## src/rtl/armleocpu_mem_ctrl_pkg.sv

```systemverilog
// Shared types for the armleocpu 1r1w storage controller: FSM states and
// read-requester indices.
package armleocpu_mem_ctrl_pkg;

    typedef enum logic {
        INIT = 1'b0,
        RUN  = 1'b1
    } state_t;

    localparam int REQ0 = 0;
    localparam int REQ1 = 1;

endpackage

```

## src/rtl/armleocpu_rr_arbiter2.sv

```systemverilog
// Two-way round-robin arbiter: a lone requester always wins, a tie goes to
// the requester named by rr_ptr, and rr_ptr then points at the loser.
module armleocpu_rr_arbiter2 (
    input  logic       clk,
    input  logic       rst_n,
    input  logic [1:0] valid_i,
    output logic [1:0] grant_o
);

    logic rr_ptr_q, rr_ptr_d;

    // NOTE: every signal written in always_comb gets a default first, so
    // no path can leave it unassigned and infer a latch.
    always_comb begin
        grant_o  = valid_i;
        rr_ptr_d = rr_ptr_q;
        if (valid_i == 2'b11) begin
            grant_o = rr_ptr_q ? 2'b10 : 2'b01;
        end
        if (grant_o[0]) begin
            rr_ptr_d = 1'b1;
        end else if (grant_o[1]) begin
            rr_ptr_d = 1'b0;
        end
    end

    // NOTE: state registers use non-blocking assignments so every flop
    // samples its input from before the clock edge.
    always_ff @(posedge clk or negedge rst_n) begin
        if (!rst_n) begin
            rr_ptr_q <= 1'b0;
        end else begin
            rr_ptr_q <= rr_ptr_d;
        end
    end

endmodule

```

## src/rtl/armleocpu_mem_1r1w_ctrl.sv

```systemverilog
// Controller for one armleocpu 1r1w storage: clear sweep after reset, two
// round-robin read requesters, one write stream. Optional write-first
// same-cycle bypass is enabled by ARMLEOCPU_MEM_1R1W_CTRL_BYPASS_EN.
module armleocpu_mem_1r1w_ctrl
    import armleocpu_mem_ctrl_pkg::*;
#(
    parameter int               DEPTH_LOG2  = 5,
    parameter int               WIDTH       = 32,
    parameter logic [WIDTH-1:0] CLEAR_VALUE = '0
) (
    input  logic                  clk,
    input  logic                  rst_n,
    output logic                  init_done,

    input  logic                  rd0_valid,
    input  logic [DEPTH_LOG2-1:0] rd0_addr,
    output logic                  rd0_ready,
    output logic                  rd0_resp_valid,
    output logic [WIDTH-1:0]      rd0_resp_data,

    input  logic                  rd1_valid,
    input  logic [DEPTH_LOG2-1:0] rd1_addr,
    output logic                  rd1_ready,
    output logic                  rd1_resp_valid,
    output logic [WIDTH-1:0]      rd1_resp_data,

    input  logic                  wr_valid,
    input  logic [DEPTH_LOG2-1:0] wr_addr,
    input  logic [WIDTH-1:0]      wr_data,
    output logic                  wr_ready,

    output logic                  mem_read,
    output logic [DEPTH_LOG2-1:0] mem_read_addr,
    input  logic [WIDTH-1:0]      mem_read_data,
    output logic                  mem_write,
    output logic [DEPTH_LOG2-1:0] mem_write_addr,
    output logic [WIDTH-1:0]      mem_write_data
);

    localparam int ELEMENTS = 2 ** DEPTH_LOG2;
    localparam logic [DEPTH_LOG2-1:0] LAST_ADDR = DEPTH_LOG2'(ELEMENTS - 1);

    state_t                  state_q, state_d;
    logic [DEPTH_LOG2-1:0]   clear_cnt_q, clear_cnt_d;
    logic                    init_done_q, init_done_d;
    logic [1:0]              resp_valid_q;
    logic [1:0]              req_valid;
    logic [1:0]              grant;
    logic [WIDTH-1:0]        resp_data;

    // Requests are invisible to the arbiter until the sweep has finished.
    assign req_valid = (state_q == RUN) ? {rd1_valid, rd0_valid} : 2'b00;

    armleocpu_rr_arbiter2 u_arbiter (
        .clk     (clk),
        .rst_n   (rst_n),
        .valid_i (req_valid),
        .grant_o (grant)
    );

    always_comb begin
        rd0_ready      = grant[REQ0];
        rd1_ready      = grant[REQ1];
        mem_read       = |grant;
        mem_read_addr  = grant[REQ1] ? rd1_addr : rd0_addr;
        wr_ready       = (state_q == RUN);
        mem_write      = wr_valid;
        mem_write_addr = wr_addr;
        mem_write_data = wr_data;
        state_d        = state_q;
        clear_cnt_d    = clear_cnt_q;
        init_done_d    = init_done_q;
        if (state_q == INIT) begin
            mem_write      = 1'b1;
            mem_write_addr = clear_cnt_q;
            mem_write_data = CLEAR_VALUE;
            clear_cnt_d    = clear_cnt_q + DEPTH_LOG2'(1);
            if (clear_cnt_q == LAST_ADDR) begin
                state_d     = RUN;
                init_done_d = 1'b1;
            end
        end
    end

    // NOTE: only control state is reset here; the storage array itself has
    // no reset and is cleared by the INIT sweep instead.
    always_ff @(posedge clk or negedge rst_n) begin
        if (!rst_n) begin
            state_q      <= INIT;
            clear_cnt_q  <= '0;
            init_done_q  <= 1'b0;
            resp_valid_q <= 2'b00;
        end else begin
            state_q      <= state_d;
            clear_cnt_q  <= clear_cnt_d;
            init_done_q  <= init_done_d;
            resp_valid_q <= grant;
        end
    end

`ifdef ARMLEOCPU_MEM_1R1W_CTRL_BYPASS_EN
    logic             bypass_q, bypass_d;
    logic [WIDTH-1:0] bypass_data_q;

    // A write landing on the granted address this cycle wins over the
    // storage's read-first data on the following cycle.
    assign bypass_d = mem_read && wr_valid && wr_ready && (wr_addr == mem_read_addr);

    always_ff @(posedge clk or negedge rst_n) begin
        if (!rst_n) begin
            bypass_q      <= 1'b0;
            bypass_data_q <= '0;
        end else begin
            bypass_q      <= bypass_d;
            bypass_data_q <= wr_data;
        end
    end

    assign resp_data = bypass_q ? bypass_data_q : mem_read_data;
`else
    assign resp_data = mem_read_data;
`endif

    assign init_done      = init_done_q;
    assign rd0_resp_valid = resp_valid_q[REQ0];
    assign rd1_resp_valid = resp_valid_q[REQ1];
    assign rd0_resp_data  = resp_data;
    assign rd1_resp_data  = resp_data;

endmodule

```

## config.mk

```make
export PLATFORM = sky130hd
export DESIGN_NAME = armleocpu_mem_1r1w_ctrl
export DESIGN_NICKNAME = d
export VERILOG_FILES = /design/src/rtl/armleocpu_mem_ctrl_pkg.sv /design/src/rtl/armleocpu_rr_arbiter2.sv /design/src/rtl/armleocpu_mem_1r1w_ctrl.sv
export SDC_FILE = /design/constraint.sdc
export NUM_CORES = 1
export LEC_CHECK = 0
export ABC_AREA = 1
export CAP_MARGIN = 20
export CORE_AREA = 2 2 83 85
export CTS_CLUSTER_DIAMETER = 60
export DETAILED_ROUTE_END_ITERATION = 10
export DIE_AREA = 0 0 85 87
export PLACE_DENSITY_LB_ADDON = 0.05
export SLEW_MARGIN = 40
export SYNTH_ARGS = -nofsm -noshare
export SYNTH_HDL_FRONTEND = slang
export SYNTH_SLANG_ARGS = --single-unit
```

## constraint.sdc

```tcl
create_clock -name clk -period 1.14 [get_ports clk]
set_input_delay 0.171 -clock clk [delete_from_list [all_inputs] [get_ports clk]]
set_output_delay 0.171 -clock clk [all_outputs]
set_load 0.1 [all_outputs]
```

== After elaboration in Yosys (flattened, before gate mapping) ==
Index checks and enable logic that the tools add are counted.

* Bitwise operators: 1
* Muxes and demuxes: 11
* Eq/ne operators: 2
* Add/sub/neg operators: 1
* Reductions and logical operators: 3

{| class="wikitable"
|+ Operators by type and width
! cell !! count
|-
| two-way mux 32 bit || 1
|-
| two-way mux 5 bit || 2
|-
| two-way mux 2 bit || 3
|-
| adder 5 x 1 -> 5 bit, second input constant || 1
|-
| == test 5 bit, second input constant || 1
|-
| two-way mux 1 bit || 5
|-
| == test 2 bit, second input constant || 1
|-
| AND reduction 2 bit || 1
|-
| nonzero test 2 bit || 1
|-
| OR reduction 2 bit || 1
|-
| NOT 1 bit || 1
|}

* Logic and storage cells: 23
* Bits in registers: 10

== Logic depth before layout (Yosys ltp) ==
Gate-level depths: netlist (run 1).

* Depth in word-level cells: 5
* Depth in mapped cells: 6

== By module ==
From an unflattened synthesis (run 1), not the netlist that was laid out.

* Cells, all modules: 216
* Area, all modules: 1,341.3 sq um

{| class="wikitable"
|+ Modules (own cells, without submodules)
! module !! cells each !! times used !! sequential area each (sq um) !! area an instance (sq um)
|-
| armleocpu_mem_1r1w_ctrl || 204 || 1 || 225.2 || 1,270.0
|-
| armleocpu_rr_arbiter2 || 12 || 1 || 25.0 || 71.3
|}

== Worst setup path after synthesis (run 1) ==
No wires, ideal clock.

* Path type: reg2out
* Start: reg state_q (netlist: wr_ready)
* End: out mem_write_addr[2]
* Setup slack: -2.247 ns
* Cell stages (with the launch flop): 3
* Arrival time: 3.216 ns
* Cell sequence: dfrtp_1 -> buf_4 -> o21ai_0

* Cells in the longest elaborated chain, start to end: 1

{| class="wikitable"
|+ RTL lines
! element !! line !! text
|-
| from (decl) || armleocpu_mem_1r1w_ctrl.sv:43 || <nowiki>state_t state_q, state_d;</nowiki>
|-
| from (signal assigned) || armleocpu_mem_1r1w_ctrl.sv:94 || <nowiki>state_q <= state_d;</nowiki>
|-
| two-way mux 5 bit || armleocpu_mem_1r1w_ctrl.sv:73 || <nowiki>if (state_q == INIT) begin</nowiki>
|-
| to (decl) || armleocpu_mem_1r1w_ctrl.sv:36 || <nowiki>output logic [DEPTH_LOG2-1:0] mem_write_addr,</nowiki>
|}

Every way passes these cells.

== Worst setup path after layout (run 1) ==
* Start: reg state_q (netlist: wr_ready)
* End: out rd1_ready

* Cells in the longest elaborated chain, start to end: 3

{| class="wikitable"
|+ RTL lines
! element !! line !! text
|-
| two-way mux 2 bit * || armleocpu_mem_1r1w_ctrl.sv:52 || <nowiki>assign req_valid = (state_q == RUN) ? {rd1_valid, rd0_valid} : 2'b00;</nowiki>
|-
| == test 2 bit || armleocpu_rr_arbiter2.sv:17 || <nowiki>if (valid_i == 2'b11) begin</nowiki>
|-
| two-way mux 2 bit * || armleocpu_rr_arbiter2.sv:17 ||
|-
| to (decl) || armleocpu_mem_1r1w_ctrl.sv:23 || <nowiki>output logic rd1_ready,</nowiki>
|}

Every way passes the cells marked *; elsewhere a longest branch is shown, timed or not.

==> summary.txt, run 1 <==
Outcome
  – Status: finished with violations
  – Violated checks: setup timing

Routing
  – Drt drc: 0
  – Wire length per cell: 11.7 um
  – Post-Route WL: 4.03 mm
  – ANT nets after route: 0
  – Vias/cell: 3.92
  – Drt pass-1 iters: 2
  – Top layer in use: met4
  – Routed wl met2: 1.90 mm
  – Vias after detailed routing: 1,355
  – Metal-1 WL: 1.55 mm
  – WL met3: 492 um
  – Iter 0 DRT Violations: 19

CTS
  – CTS tree: done
  – CTS Root Cell: clkbuf_8
  – Clk_lat worst skew: 0.24 ns
  – H-tree levels: 1
  – Inserted Clock Buffers: 3
  – Reg clk slew, reported paths: 0.05 ns
  – Sink Count: 10
  – Max Root-Sink Buffers: 2

Floorplanning
  – Initial Util: 20.2%
  – Die area: 7400 um2
  – Die Wd: 85 um
  – Core Rows: 30
  – Die height: 87 um
  – Core Region: 6570 um2
  – # IOs: 198

Worst hold path
  – HP Class: in2async

Synth
  – Post-synthesis sequential area ratio: 18.9%
  – Synthesized flop and latch total: 10
  – Avg Cell Area, Syn: 6.26 um2
  – Syn. warnings: 0
  – Number of library cell types mapped by synthesis: 17
  – Top cells by area, synth: buf_4, nand2_1, dfrtp_1
  – Post-Synthesis Cells: 212
  – Synthesized cell area: 1330 um2
  – Dominant cell type by area after synthesis: buf_4
  – Synth top area share: 36.8%
  – Syn Nets: 298

Timing
  – Final slew viol count: 0
  – Period Utilization, post-route: 135%
  – Slew HR: 86.3%
  – Count of final setup violators: 50
  – Final setup TNS: -16.77 ns
  – Skew final: 0.000542 ns
  – Fmax: 649 MHz
  – Slew at the pin with the worst max-slew slack: 0.205 ns
  – Period minus WS final: 1.54 ns
  – RSZ-0062 raised after global routing: yes
  – Final worst setup slack: -0.401 ns
  – Hold Fails Final Rpt: 0

Layout
  – Fill count: 596
  – Synth-to-Final Area Change: 137%
  – Number of diodes: 0
  – Layout cells sized above 1: 66.9%
  – Post-route design area: 3140 um2
  – Final nets: 353

Placed design
  – DP HPWL: 3.38 mm
  – Dpl cell area: 2920 um2
  – Gpl congestion: 0.698
  – Port bufs: 101

Worst setup path
  – Crit path max fanout: 6
  – Crit start category: flop
  – Critical Path AT: 1.37 ns
  – Critical Path, Cell by Cell: nand2_4 > inv_6 > nand2_8 > buf_6 > clkinvlp_4 > buf_12
  – Crit end category: output port
  – Critical Path RT: 0.97 ns
  – Critical path type: reg2out
  – Crit-path max cell delay: 0.53 ns
  – Reg2reg start: clear_cnt_q[0]$_DFFE_PN0N_
  – Max stage delay cell, worst path: dfrtp_4
  – CP Launch Point: wr_ready$_DFF_PN0_

Power and ir drop
  – Peak supply drop: 0.788 mV
  – Lkg Pwr: 1.32 nW
  – Power Dens Cells: 805 nW/um2

Global routing
  – Largest net degree at the start of global routing: 30
  – Vias in the first global route: 1,249
  – First-pass GRT wire length: 6.19 mm
  – Antenna violations before repair: 0
  – GRT Util Overall: 10.3%
  – Grt ovf: 0

Run
  – Max-cap violations: 0
cells in the final DEF, fill, tap and decap left out, drive strengths merged:
| cell type | synthesis | routed |
|---|---|---|
| a21o | 1 | 1 |
| buf | 69 | 68 |
| clkbuf | 0 | 4 |
| clkdlybuf4s50 | 0 | 51 |
| clkinvlp | 0 | 34 |
| dfrtp | 10 | 10 |
| ha | 2 | 2 |
| inv | 42 | 8 |
| nand2 | 70 | 70 |
| nand3 | 8 | 8 |
| nor2 | 2 | 2 |
| nor3 | 1 | 1 |
| o21ai | 4 | 4 |
| or2 | 2 | 2 |
| xnor2 | 1 | 1 |
flip-flops by register name, summed over array words and instances (netlist names):
name and flops:
clear_cnt_q 5, u_arbiter.rr_ptr_q 1, init_done 1, resp_valid_q 2, wr_ready 1
report_power, final:
group / switching [mW] / internal, mW / total [mW]
sequential: 0.00626 / 0.365 / 0.371
combinational: 1.04 / 0.672 / 1.71
clock: 0.141 / 0.304 / 0.445
total: 1.19 / 1.34 / 2.53
per-layer routing:
metal,track usage (%),up-vias
li1,-,654
met1,12.7,580
met2,15.8,106
met3,4.27,15
met4,4.62,0
met5,0,-
per-stage QoR:
step / total power, mW / hold WS [ns] / setup WS [ns] / utilization (%) / std cells
after floorplan: 2.42 / -0.125 / -0.471 / - / 212
after global placement: 2.05 / 0.343 / -0.389 / 44.4 / 339
after detailed placement: 2.06 / 0.343 / -0.404 / 44.4 / 339
after CTS: 2.54 / 0.228 / -0.418 / 46.9 / 345
after global routing: 2.62 / 0.233 / -0.452 / 47.8 / 346
final: 2.53 / 0.226 / -0.401 / 47.8 / 346
cell families (layout without fill, tap and decap cells):
family / Yosys count / after routing / share of synthesized area (%)
AO/OA/AOI/OAI: 5 / 5 / 2.07
XOR/XNOR: 1 / 1 / 0.660
adder cells (fa/ha/maj): 2 / 2 / 1.89
buffers and inverters: 111 / 165 / 51.6
flip-flops: 10 / 10 / 18.9
AND/OR/NAND/NOR: 83 / 83 / 24.9
cell usage after synthesis:
cell type	instances
buf_4	65
nand2_2	1
buf_2	1
inv_1	41
xnor2_1	1
dfrtp_1	10
nand2_1	69
inv_2	1
o21ai_1	1
ha_1	2
nand3_1	8
buf_6	3
nor2_1	2
or2_2	2
a21o_1	1
nor3_1	1
o21ai_0	3
cell type report:
class                      count  area [um2]  share of cell area, %
timing repair buffer         119        1670                   53.3
tap                           80         100                   3.19
sequential                    10         254                   8.08
multi-input combinational     91         768                   24.5
inverter                      42         290                   9.24
clock buffer                   4        55.1                   1.75
path summary, 6_finish.rpt:
path	slack, ns	endpoint	depth (start not counted)
max	-0.40	rd1_ready	6
min	0.23	init_done$_DFFE_PN0P_	2
max reg2reg	-0.09	clear_cnt_q[4]$_DFFE_PN0N_	6
min reg2reg	0.47	clear_cnt_q[3]$_DFFE_PN0N_	2
max in group asynchronous	0.75	wr_ready$_DFF_PN0_	2
min in group clk	0.34	rd1_resp_data[7]	0
worst max-delay path, delay by kind of cell (launching register included):
family | cells | cell delay, ns
and+or+nand+nor | 2 | 0.18
DFF | 1 | 0.53
buffers and inverters | 4 | 0.42
what timing repair did:
item / 4_1_cts / 5_1_grt
gates resized for setup: 24 / 15
cloned: 0 / 0
pin swaps: 1 / 2
buffers inserted: 2 / 4
setup endpoints to repair: 52 / 52
hold buffers: 0 / 0
(Power assumes the default switching activity.)
==> run 2: changes to the inputs <==
--- a/config.mk
+++ b/config.mk
@@ -12,6 +12,7 @@
 export DETAILED_ROUTE_END_ITERATION = 10
 export DIE_AREA = 0 0 85 87
 export PLACE_DENSITY_LB_ADDON = 0.05
+export SETUP_SLACK_MARGIN = 0.02
 export SLEW_MARGIN = 40
 export SYNTH_ARGS = -nofsm -noshare
 export SYNTH_HDL_FRONTEND = slang
==> run 2 against run 1 <==
Effect of this change: the run still ends with setup timing left; flip-flop and latch count did not move; wire length down 0.99%; clock-buffer cell count stayed put; sequential share of layout area is 0.066 points lower; combinational power barely moved; clock skew grew 0.0014 ns; first-iteration DRC count is 26% lower; clock power down 3%; final cell count is 2.0% higher; critical path depth unchanged; maximum frequency is 1.1% lower.
==> summary.txt, run 2 (synthesis gave the netlist of run 1 again) <==
Outcome
  – Status: finished with violations
  – Violated checks: setup timing

Floorplanning
  – Die height: 87 um
  – Core Rows: 30
  – Initial Util: 20.2%
  – Core Region: 6570 um2
  – # IOs: 198
  – Die Wd: 85 um
  – Die area: 7400 um2

Power and ir drop
  – Peak supply drop: 0.743 mV
  – Lkg Pwr: 1.35 nW
  – Sequential fraction of design power: 14.7%
  – Switching Share: 46.7%
  – Clock Power Share: 17.2%
  – Power Dens Cells: 790 nW/um2
  – Net Sw Power: 1.17 mW
  – Combinational power share: 68.1%
  – Int Pwr: 1.34 mW

Routing
  – Vias/cell: 3.87
  – Drt drc: 0
  – Drt pass-1 iters: 2
  – Wire length per cell: 11.3 um
  – Post-Route WL: 3.99 mm
  – ANT nets after route: 0
  – Iter 0 DRT Violations: 14
  – Vias after detailed routing: 1,366

CTS
  – Reg clk slew, reported paths: 0.05 ns
  – Max Root-Sink Buffers: 2
  – Clk_lat worst skew: 0.23 ns
  – CTS tree: done
  – Sink Count: 10
  – Inserted Clock Buffers: 3
  – CTS Root Cell: clkbuf_8
  – H-tree levels: 1

Worst hold path
  – HP Class: in2async

Placed design
  – DP HPWL: 3.40 mm
  – Gpl congestion: 0.702
  – Port bufs: 101
  – Dpl cell area: 2940 um2

Worst setup path
  – Cell family with most CP delay: flip-flops
  – Critical path type: reg2out
  – Critical Path, Cell by Cell: nand2_4 > inv_8 > nand2_8 > buf_6 > clkinvlp_4 > buf_12
  – CP bufs+invs: 4
  – Crit end category: output port
  – Critical Path AT: 1.39 ns
  – Max stage delay cell, worst path: dfrtp_4
  – Crit start category: flop
  – Crit-path max cell delay: 0.54 ns
  – Crit path max fanout: 7
  – Critical Path RT: 0.97 ns

Timing
  – Skew final: 0.00193 ns
  – Period minus WS final: 1.56 ns
  – Slew at the pin with the worst max-slew slack: 0.455 ns
  – Fmax: 642 MHz
  – Final slew viol count: 0
  – RSZ-0062 raised after global routing: yes
  – Final worst setup slack: -0.418 ns
  – Count of final setup violators: 53
  – Hold Fails Final Rpt: 0
  – Period Utilization, post-route: 137%
  – Slew HR: 69.6%

Run
  – Max-cap violations: 0

Global routing
  – GRT Util Overall: 10.6%
  – Antenna violations before repair: 0
  – Grt ovf: 0
  – First-pass GRT wire length: 6.46 mm
  – Largest net degree at the start of global routing: 18
  – Vias in the first global route: 1,339

Layout
  – Synth-to-Final Area Change: 140%
  – Final nets: 360
  – Layout cells sized above 1: 67.4%
  – Max reg flops: 5
  – Post-route design area: 3180 um2
  – Top reg by flops: clear_cnt_q
  – Final Core Density: 48.5%
  – Commonest cells after routing, fill and taps aside: clkdlybuf4s50_1, buf_12, nand2_2
  – Biggest regs: clear_cnt_q (5), resp_valid_q (2)
  – Number of diodes: 0
  – Commonest non-fill, non-tap cell in the layout: clkdlybuf4s50_1
## run 2: cell count changes in the layout (fill, tap and decap cells not counted), moves of 2 or more
cell     delta
buf_4       +4
buf_6       +4
nand2_1     -2
nand2_2     +3
nand3_1     +3
nand3_2     -3
## run 2: metal layers
layer | vias up | track usage [%] | share of wire, %
met5 | - | 0 | 0
met4 | 0 | 4.04 | 3.0
met3 | 22 | 4.08 | 12
met2 | 92 | 16.6 | 46
met1 | 585 | 13.1 | 39
li1 | 667 | - | -
## run 2: worst paths after layout
| kind | depth (start not counted) | to | startpoint | slack, ns |
|---|---|---|---|---|
| setup / recovery | 6 | rd1_ready | wr_ready$_DFF_PN0_ | -0.42 |
| hold / removal | 1 | clear_cnt_q[1]$_DFFE_PN0N_ | rst_n | 0.26 |
| setup reg to reg | 8 | clear_cnt_q[2]$_DFFE_PN0N_ | wr_ready$_DFF_PN0_ | -0.28 |
| hold reg to reg | 2 | clear_cnt_q[3]$_DFFE_PN0N_ | clear_cnt_q[3]$_DFFE_PN0N_ | 0.48 |
| max in group asynchronous | 1 | wr_ready$_DFF_PN0_ | rst_n | 0.53 |
| min in group clk | 0 | rd0_resp_data[5] | mem_read_data[5] | 0.34 |
## run 2: stage by stage
stage                     power, mW  instances  worst slack, ns  TNS [ns]  hold slack (ns)
after floorplan                2.42        212           -0.471    -20.67           -0.125
after global placement         2.06        342           -0.397     -8.94            0.343
after detailed placement       2.06        342           -0.436     -9.36            0.343
after CTS                      2.53        351           -0.440    -18.68            0.272
after global routing           2.61        353           -0.476    -20.88            0.304
final                          2.51        353           -0.418    -17.93            0.258
## run 2: repair_timing
action	4_1_cts	5_1_grt
pin swaps	2	1
hold buffers	0	0
endpoints found under the hold margin	0	0
buffers inserted	5	2
setup endpoints to repair	54	54
resized for setup	23	12
## run 2: final cells by class
cell class              instances  area, um2
clock buffers                   4       55.1
fillers                       607       3390
inverters                      42        293
multi-input cells              91        751
flip-flops and latches         10        255
well taps                      80        100
repair buffers                126       1730
## run 2: power by group through the flow
| stage | sequential [mW] | combinational [mW] | clock (mW) |
|---|---|---|---|
| after global placement | 0.376 | 1.68 | 0 |
| after global routing | 0.371 | 1.77 | 0.473 |
| after CTS | 0.371 | 1.71 | 0.445 |
| after floorplan | 0.412 | 2.01 | 0 |
| final | 0.371 | 1.71 | 0.431 |
| after detailed placement | 0.376 | 1.68 | 0 |
==> run 3: changes to the inputs <==
--- a/config.mk
+++ b/config.mk
@@ -6,11 +6,11 @@
 export NUM_CORES = 1
 export LEC_CHECK = 0
 export ABC_AREA = 1
-export CAP_MARGIN = 20
 export CORE_AREA = 2 2 83 85
 export CTS_CLUSTER_DIAMETER = 60
 export DETAILED_ROUTE_END_ITERATION = 10
 export DIE_AREA = 0 0 85 87
+export HOLD_SLACK_MARGIN = 0.06
 export PLACE_DENSITY_LB_ADDON = 0.05
 export SETUP_SLACK_MARGIN = 0.02
 export SLEW_MARGIN = 40
==> results of run 3 <==
The final DEF is identical to that of run 2; final timing and power are the same.
